## src/rtl/adc_capture_ctl.sv

```systemverilog
// Capture controller for an 8-bit pipelined parallel ADC: divided converter clock,
// pipeline-latency discard, valid/ready sample delivery, block average and peaks.
module adc_capture_ctl #(
    parameter int CLK_DIV     = 4,
    parameter int ADC_LATENCY = 3,
    parameter int AVG_LOG2    = 2
) (
    input  logic       i_sysclk,
    input  logic       i_rst,
    input  logic       i_en,
    output logic       o_adc_clk,
    output logic       o_adc_oe_b,
    input  logic [7:0] i_adc_data,
    output logic [7:0] o_sample_data,
    output logic       o_sample_valid,
    input  logic       i_sample_ready,
    output logic [7:0] o_avg_data,
    output logic       o_avg_valid,
    output logic [7:0] o_peak_max,
    output logic [7:0] o_peak_min,
    input  logic       i_stat_clr,
    output logic       o_overrun
);

    localparam int DW = (CLK_DIV > 2) ? $clog2(CLK_DIV) : 1;
    localparam int AW = 8 + AVG_LOG2;
    localparam int CW = (AVG_LOG2 > 0) ? AVG_LOG2 : 1;
    localparam int NS = 1 << AVG_LOG2;

    typedef enum logic [1:0] {S_IDLE, S_FILL, S_RUN} state_t;

    state_t          r_state;
    state_t          w_state_next;
    logic [DW-1:0]   r_div_cnt;
    logic [DW-1:0]   w_div_next;
    logic [3:0]      r_lat_cnt;
    logic [AW-1:0]   r_acc;
    logic [CW-1:0]   r_cnt;
    logic [AW-1:0]   w_sum;
    logic            w_strobe;
    logic            w_run_strobe;
    logic            w_xfer;
    logic            w_ovr_hit;
    logic            w_block_done;

    assign w_strobe     = (r_state != S_IDLE) && (r_div_cnt == DW'(CLK_DIV - 1));
    // A strobe on the same edge as an EN drop is ignored so the partial block clears cleanly.
    assign w_run_strobe = (r_state == S_RUN) && w_strobe && i_en;
    assign w_xfer       = o_sample_valid && i_sample_ready;
    assign w_ovr_hit    = w_run_strobe && o_sample_valid && !i_sample_ready;
    assign w_sum        = r_acc + AW'(i_adc_data);
    assign w_block_done = (r_cnt == CW'(NS - 1));

    always_comb begin
        w_state_next = r_state;
        case (r_state)
            S_IDLE: if (i_en) w_state_next = S_FILL;
            S_FILL: begin
                if (!i_en)
                    w_state_next = S_IDLE;
                else if (w_strobe && (r_lat_cnt == 4'(ADC_LATENCY - 1)))
                    w_state_next = S_RUN;
            end
            S_RUN:  if (!i_en) w_state_next = S_IDLE;
            default: w_state_next = S_IDLE;
        endcase
    end

    always_comb begin
        w_div_next = '0;
        if (r_state != S_IDLE && w_state_next != S_IDLE && !w_strobe)
            w_div_next = r_div_cnt + 1'b1;
    end

    // Converter clock/enable are registered from next-state values so they track DIV_CNT exactly.
    always_ff @(posedge i_sysclk or posedge i_rst) begin
        if (i_rst) begin
            r_state    <= S_IDLE;
            r_div_cnt  <= '0;
            r_lat_cnt  <= '0;
            o_adc_clk  <= 1'b0;
            o_adc_oe_b <= 1'b1;
        end else begin
            r_state    <= w_state_next;
            r_div_cnt  <= w_div_next;
            o_adc_clk  <= (w_state_next != S_IDLE) && (w_div_next < DW'(CLK_DIV / 2));
            o_adc_oe_b <= (w_state_next == S_IDLE);
            if (!i_en || r_state != S_FILL)
                r_lat_cnt <= '0;
            else if (w_strobe)
                r_lat_cnt <= r_lat_cnt + 1'b1;
        end
    end

    always_ff @(posedge i_sysclk or posedge i_rst) begin
        if (i_rst) begin
            o_sample_data  <= '0;
            o_sample_valid <= 1'b0;
            o_avg_data     <= '0;
            o_avg_valid    <= 1'b0;
            o_peak_max     <= 8'h00;
            o_peak_min     <= 8'hFF;
            o_overrun      <= 1'b0;
            r_acc          <= '0;
            r_cnt          <= '0;
        end else begin
            o_avg_valid <= 1'b0;

            if (w_run_strobe) begin
                o_sample_data  <= i_adc_data;
                o_sample_valid <= 1'b1;
            end else if (w_xfer) begin
                o_sample_valid <= 1'b0;
            end

            if (i_stat_clr)
                o_overrun <= w_ovr_hit;
            else if (w_ovr_hit)
                o_overrun <= 1'b1;

            if (i_stat_clr) begin
                o_peak_max <= w_run_strobe ? i_adc_data : 8'h00;
                o_peak_min <= w_run_strobe ? i_adc_data : 8'hFF;
            end else if (w_run_strobe) begin
                if (i_adc_data > o_peak_max) o_peak_max <= i_adc_data;
                if (i_adc_data < o_peak_min) o_peak_min <= i_adc_data;
            end

            if (!i_en) begin
                r_acc <= '0;
                r_cnt <= '0;
            end else if (w_run_strobe) begin
                if (w_block_done) begin
                    o_avg_data  <= w_sum[AW-1:AVG_LOG2];
                    o_avg_valid <= 1'b1;
                    r_acc       <= '0;
                    r_cnt       <= '0;
                end else begin
                    r_acc <= w_sum;
                    r_cnt <= r_cnt + 1'b1;
                end
            end
        end
    end

endmodule
```

## config.mk

```make
export PLATFORM = sky130hd
export DESIGN_NAME = adc_capture_ctl
export DESIGN_NICKNAME = d
export VERILOG_FILES = /design/src/rtl/adc_capture_ctl.sv
export SDC_FILE = /design/constraint.sdc
export NUM_CORES = 1
export LEC_CHECK = 0
export BUFFER_PORTS_ARGS = -buffer_cell sky130_fd_sc_hd__clkbuf_2
export CAP_MARGIN = 20
export CORE_MARGIN = 3
export CORE_UTILIZATION = 40
export CTS_BUF_LIST = sky130_fd_sc_hd__clkbuf_16
export CTS_CLUSTER_DIAMETER = 80
export DETAILED_ROUTE_END_ITERATION = 16
export PLACE_DENSITY = 0.56
export SETUP_SLACK_MARGIN = 0.15
export SLEW_MARGIN = 20
export SYNTH_ARGS = -nofsm -noshare
export SYNTH_HDL_FRONTEND = slang
export SYNTH_SLANG_ARGS = --single-unit
```

## constraint.sdc

```tcl
create_clock -name i_sysclk -period 2.9 [get_ports i_sysclk]
set_clock_uncertainty 0.2 [all_clocks]
set_input_delay 0.58 -clock i_sysclk [delete_from_list [all_inputs] [get_ports i_sysclk]]
set_output_delay 0.58 -clock i_sysclk [all_outputs]
set_load 0.01 [all_outputs]
```

-- Word-level counts from Yosys, hierarchy flattened
Cells that the tools add are included.
- bits in registers: 57
- latch bits: 0
- memory bits (writable): 0
- ROM bits: 0
- output and inout bits: 37
- logic and storage cells: 84
- memories: 0
- add/subtract/negate cells: 4
- multiply operators: 0
- divide/modulo/power cells: 0
- magnitude comparators: 3
- equal/unequal tests: 7
- shift-type cells: 0
- multiplexer cells: 29
- bitwise gates (word level): 0
- reductions and logical operators: 27
- operator list (operator ; count):
    8-bit 2-to-1 mux ; 8
    10-bit 2-to-1 mux ; 3
    2-bit 2-to-1 mux ; 8
    2-bit nonzero test ; 8
    10-bit by 8-bit adder with 10-bit output ; 1
    1-bit logical AND ; 10
    8-bit > comparator ; 1
    8-bit less-than comparator ; 1
    4-bit 2-to-1 mux ; 2
    1-bit 2-to-1 mux ; 7
    2-bit == test, second input constant ; 3
    2-bit case mux with 3 select lines ; 1
    2-bit by 1-bit adder with 2-bit output, second input constant ; 2
    4-bit by 1-bit adder with 4-bit output, second input constant ; 1
    4-bit by 2-bit == test with 1-bit output, second input constant ; 1
    2-bit logical NOT ; 2
    2-bit by 1-bit inequality test with 1-bit output, second input constant ; 2
    2-bit AND reduction ; 2
    1-bit logical NOT ; 3
    3-bit AND reduction ; 1
    2-bit by 1-bit == test with 1-bit output, second input constant ; 1
    2-bit less-than comparator, second input constant ; 1
    1-bit logical OR ; 1

-- Logic depth before layout (Yosys ltp)
- word-level depth: 12
- mapped depth: 8
- depth with buffers taken out: 8

-- Worst setup path before layout
OpenSTA, ideal clock, no wires.
- path type: input to register
- start: in i_adc_data[0]
- end: reg r_acc[8]
- arrival time: 2.216 ns
- required time: 2.631 ns
- slack: 0.415 ns
- cell stages on the path: 8
- path buffers: 0
- cell sequence: ha_1 > inv_1 > fa_1 > nand2b_1 > a21oi_1 > a41oi_1 > or4_1 > nand3_1
- word-level cells in the longest chain between the ends: 4
- RTL lines (item ; line ; text):
    start, declared ; 13 ; input logic [7:0] i_adc_data,
    10-bit by 8-bit adder with 10-bit output ; 51 ; assign w_sum = r_acc + AW'(i_adc_data);
    10-bit 2-to-1 mux ; 133 ; if (w_block_done) begin
    10-bit 2-to-1 mux ; 132 ; end else if (w_run_strobe) begin
    10-bit 2-to-1 mux ; 129 ; if (!i_en) begin
    end signal, assigned ; 139 ; r_acc <= w_sum;
    end, declared ; 37 ; logic [AW-1:0] r_acc;
Every way passes these cells. The select of a mux whose other input is x is not followed.
A chain may end at the register's enable or synchronous reset.

-- Final worst setup path
Same ends and word-level chain as after synthesis.

==> impl_results.md <==
* Worst-Margin Slew at 0.6348 ns
* Num rows at 31
* Chip height at 92.95 um
* Core Footprint at 7292 um^2
* Iteration count of the initial detailed-routing pass at 4
* Worst vdd ir at 0.0002450 V
* Post-CTS setup buffer count at 0
* First-pass GRT wire length at 11190 um
* Initial antenna violation count at 0
* CP arrival at 2.43 ns
* Root buf cell: clkbuf_16
* Vias at 2240
* Unique masters post-synth at 55
* Ports at 50
* Vias in the first global route at 2234
* DRT antenna net count at 0
* Reg2reg start: r_acc[0]
* Post-synth ARST share at 1.000
* Clk_lat worst skew at 0.32 ns
* Die X at 92.95 um
* Post-synth EDFFs at 0
* Port Buffers at 49
* Cell Area, Synth at 3024 um^2
* Starting Density at 0.4147
* Most used routing layer: met2
* CTS Buffer Depth at 2
* Fin nets at 380
* Drc violations at 0
* Gate count after technology mapping at 278
* Largest net degree at the start of global routing at 24
* Avg Synthesized Cell Area at 10.88 um^2
* Gr ovfl total at 0
* Crit path time final at 2.374 ns
* Critical path fanouts, max at 3
* Layout cell share with drive strength beyond 1 at 0.2820
* GR Util met3 at 0.03249
* P_leak at 1.912 nW
* Area growth, synth to finish at 20.81%
* Syn_nets at 319
* Max Cap Viol at 0
* Setup WS post-layout at 0.5262 ns
* Clock Sinks at 57
* Status: finished, final reports clean
* PostCTS Resize Cnt at 0
* Final Routed Wirelength at 6553 um
* Top_reg_cell synth: dfrtp_1
* DR WL/cell at 14.79 um
* Diodes inserted at 0
* Sequential fraction of the synthesis area at 0.4754
* H-tree depth at 3
* Nature of the critical path endpoint: flip-flop
* Hpwl dp at 4763 um
* Non-filler cells, final at 443
* Gpl congestion at 0.8353
* HP Class: in2async
* CTS tree: done
* Crit path required time at 2.96 ns
* Total CTS buffers at 9
* Final Total Pwr at 1.807 mW
* F_max at 0.4213 GHz
* Slew HR at 0.5768
* R2R Path End: r_acc[8]
* CP startpoint kind: primary input
* Final hold slack at 0.05612 ns
* M2 GR Usage at 0.2579
* Place WS at 0.2133 ns
* Cts hold-fix bufs at 0
* Fin. Hold Viols at 0
* Setup repair after global routing missed its margin: no
* Critical path type: in2reg
* Fin. max-slew vios at 0
* Synthesized flop and latch total at 57
* Period utilisation layout at 0.8186
* Clock-pin slew on the worst setup and hold paths at 0.05 ns
* Reg2Reg Depth at 8
* Post-DR vias/cell at 5.056
* Die area at 8640 um^2
* Setup TNS at 0 ns
* Met1 usage at 0.2265
* Syn. warnings at 0
* Final Setup Violations at 0
* Placed cell count at 427
* Starting DRT DRC Count at 88
* Power per cell area at 494.7 nW/um^2
* Total GRT Usage at 0.1668
* R2R Setup Slk at 0.53 ns
## critical path: stages
cell      delay [ns]
clkbuf_2        0.10
ha_1            0.18
inv_1           0.06
fa_1            0.40
nand2b_1        0.16
a21oi_1         0.24
a41oi_1         0.17
or4_1           0.43
nand3_1         0.10
## cell usage after synthesis (2+ instances only)
master,number,area [um^2]
a211o_1,2,17.52
a211oi_1,4,30.03
a21o_1,4,30.03
a21oi_1,12,60.06
a22o_1,15,131.4
a31oi_1,2,12.51
and2_1,2,12.51
buf_6,4,45.04
clkbuf_1,3,11.26
dfrtp_1,48,1201
dfstp_2,9,236.5
ha_1,27,337.8
inv_1,25,93.84
mux2_2,7,78.83
nand2_1,29,108.9
nand2b_1,3,18.77
nand3_1,2,10.01
nand4_1,5,31.28
nor2_1,12,45.04
nor2b_1,2,12.51
nor3_1,7,35.03
o211ai_1,2,15.01
o21a_1,2,15.01
o21ai_0,7,35.03
o21ai_1,2,10.01
or4_1,2,15.01
xnor2_1,6,52.55
xor2_1,6,52.55
## cell families (layout without fill, tap and decap cells)
logic type,Yosys count,after routing,synth area share
buffers and inverters,34,100,0.05378
muxes,8,8,0.02938
adders and majority gates,28,28,0.1183
AOI/OAI and AO/OA,63,63,0.1547
and+or+nand+nor,76,76,0.1336
xor gates and xnor gates,12,12,0.03475
DFF,57,57,0.4754
## metrics by stage
| step | util | cell area (um^2) |
|---|---|---|
| after floorplan | - | 3024 |
| after global routing | 0.5010 | 3654 |
| after detailed placement | 0.4662 | 3400 |
| after CTS | 0.5010 | 3654 |
| after global placement | 0.4662 | 3400 |
| final | 0.5010 | 3654 |
## layer usage
| layer | vias to the layer above | wire, um |
|---|---|---|
| met5 | - | 0 |
| met4 | 0 | 123 |
| met3 | 10 | 223 |
| met2 | 41 | 2989 |
| met1 | 1091 | 3216 |
| li1 | 1098 | - |
## cell usage in the layout, fill, tap and decap left out, types with 2 or more instances in the layout
master,Yosys,routed
a211o_1,2,2
a211oi_1,4,4
a21o_1,4,4
a21oi_1,12,12
a22o_1,15,15
a31oi_1,2,2
and2_1,2,2
buf_4,1,10
clkbuf_16,0,9
clkbuf_2,1,49
clkinv_1,0,4
clkinv_2,0,2
dfrtp_1,48,48
dfstp_2,9,9
ha_1,27,27
inv_1,25,25
mux2_2,7,7
nand2_1,29,29
nand2b_1,3,3
nand3_1,2,2
nand4_1,5,5
nor2_1,12,12
nor2b_1,2,2
nor3_1,7,7
o211ai_1,2,2
o21a_1,2,2
o21ai_0,7,7
o21ai_1,2,2
or4_1,2,2
xnor2_1,6,6
xor2_1,6,6
## cell type report
cell class / count / area, um^2
clock buffer: 9 / 225.2
tap: 99 / 123.9
multi-input combinational: 187 / 1424
sequential: 57 / 1438
inverter: 25 / 93.84
clock inverter: 7 / 28.78
fill: 709 / 3638
timing repair buffer: 59 / 320.3
## flip-flops by register name, summed over array words and instances, names as in the netlist, 2 cells and up
register,cells
o_peak_max,8
o_sample_data,8
r_state,2
o_avg_data,8
o_peak_min,8
r_lat_cnt,4
r_acc,10
r_div_cnt,2
r_cnt,2
## worst max path at each step
stage               slack (ns)        to  cells after the start           from
floorplan                 0.42  r_acc[8]                      8  i_adc_data[0]
global placement          0.23  r_acc[8]                      9  i_adc_data[0]
detailed placement        0.21  r_acc[8]                      9  i_adc_data[0]
CTS                       0.53  r_acc[8]                      9  i_adc_data[0]
global route              0.38  r_acc[8]                      8       r_acc[0]
finish                    0.53  r_acc[8]                      9  i_adc_data[0]
## power breakdown
group          internal (mW)  switching (mW)
Clock                  0.557           0.340
Sequential             0.803         0.00344
Combinational         0.0348          0.0686
Note: power is estimated with default switching activity, not from simulation.
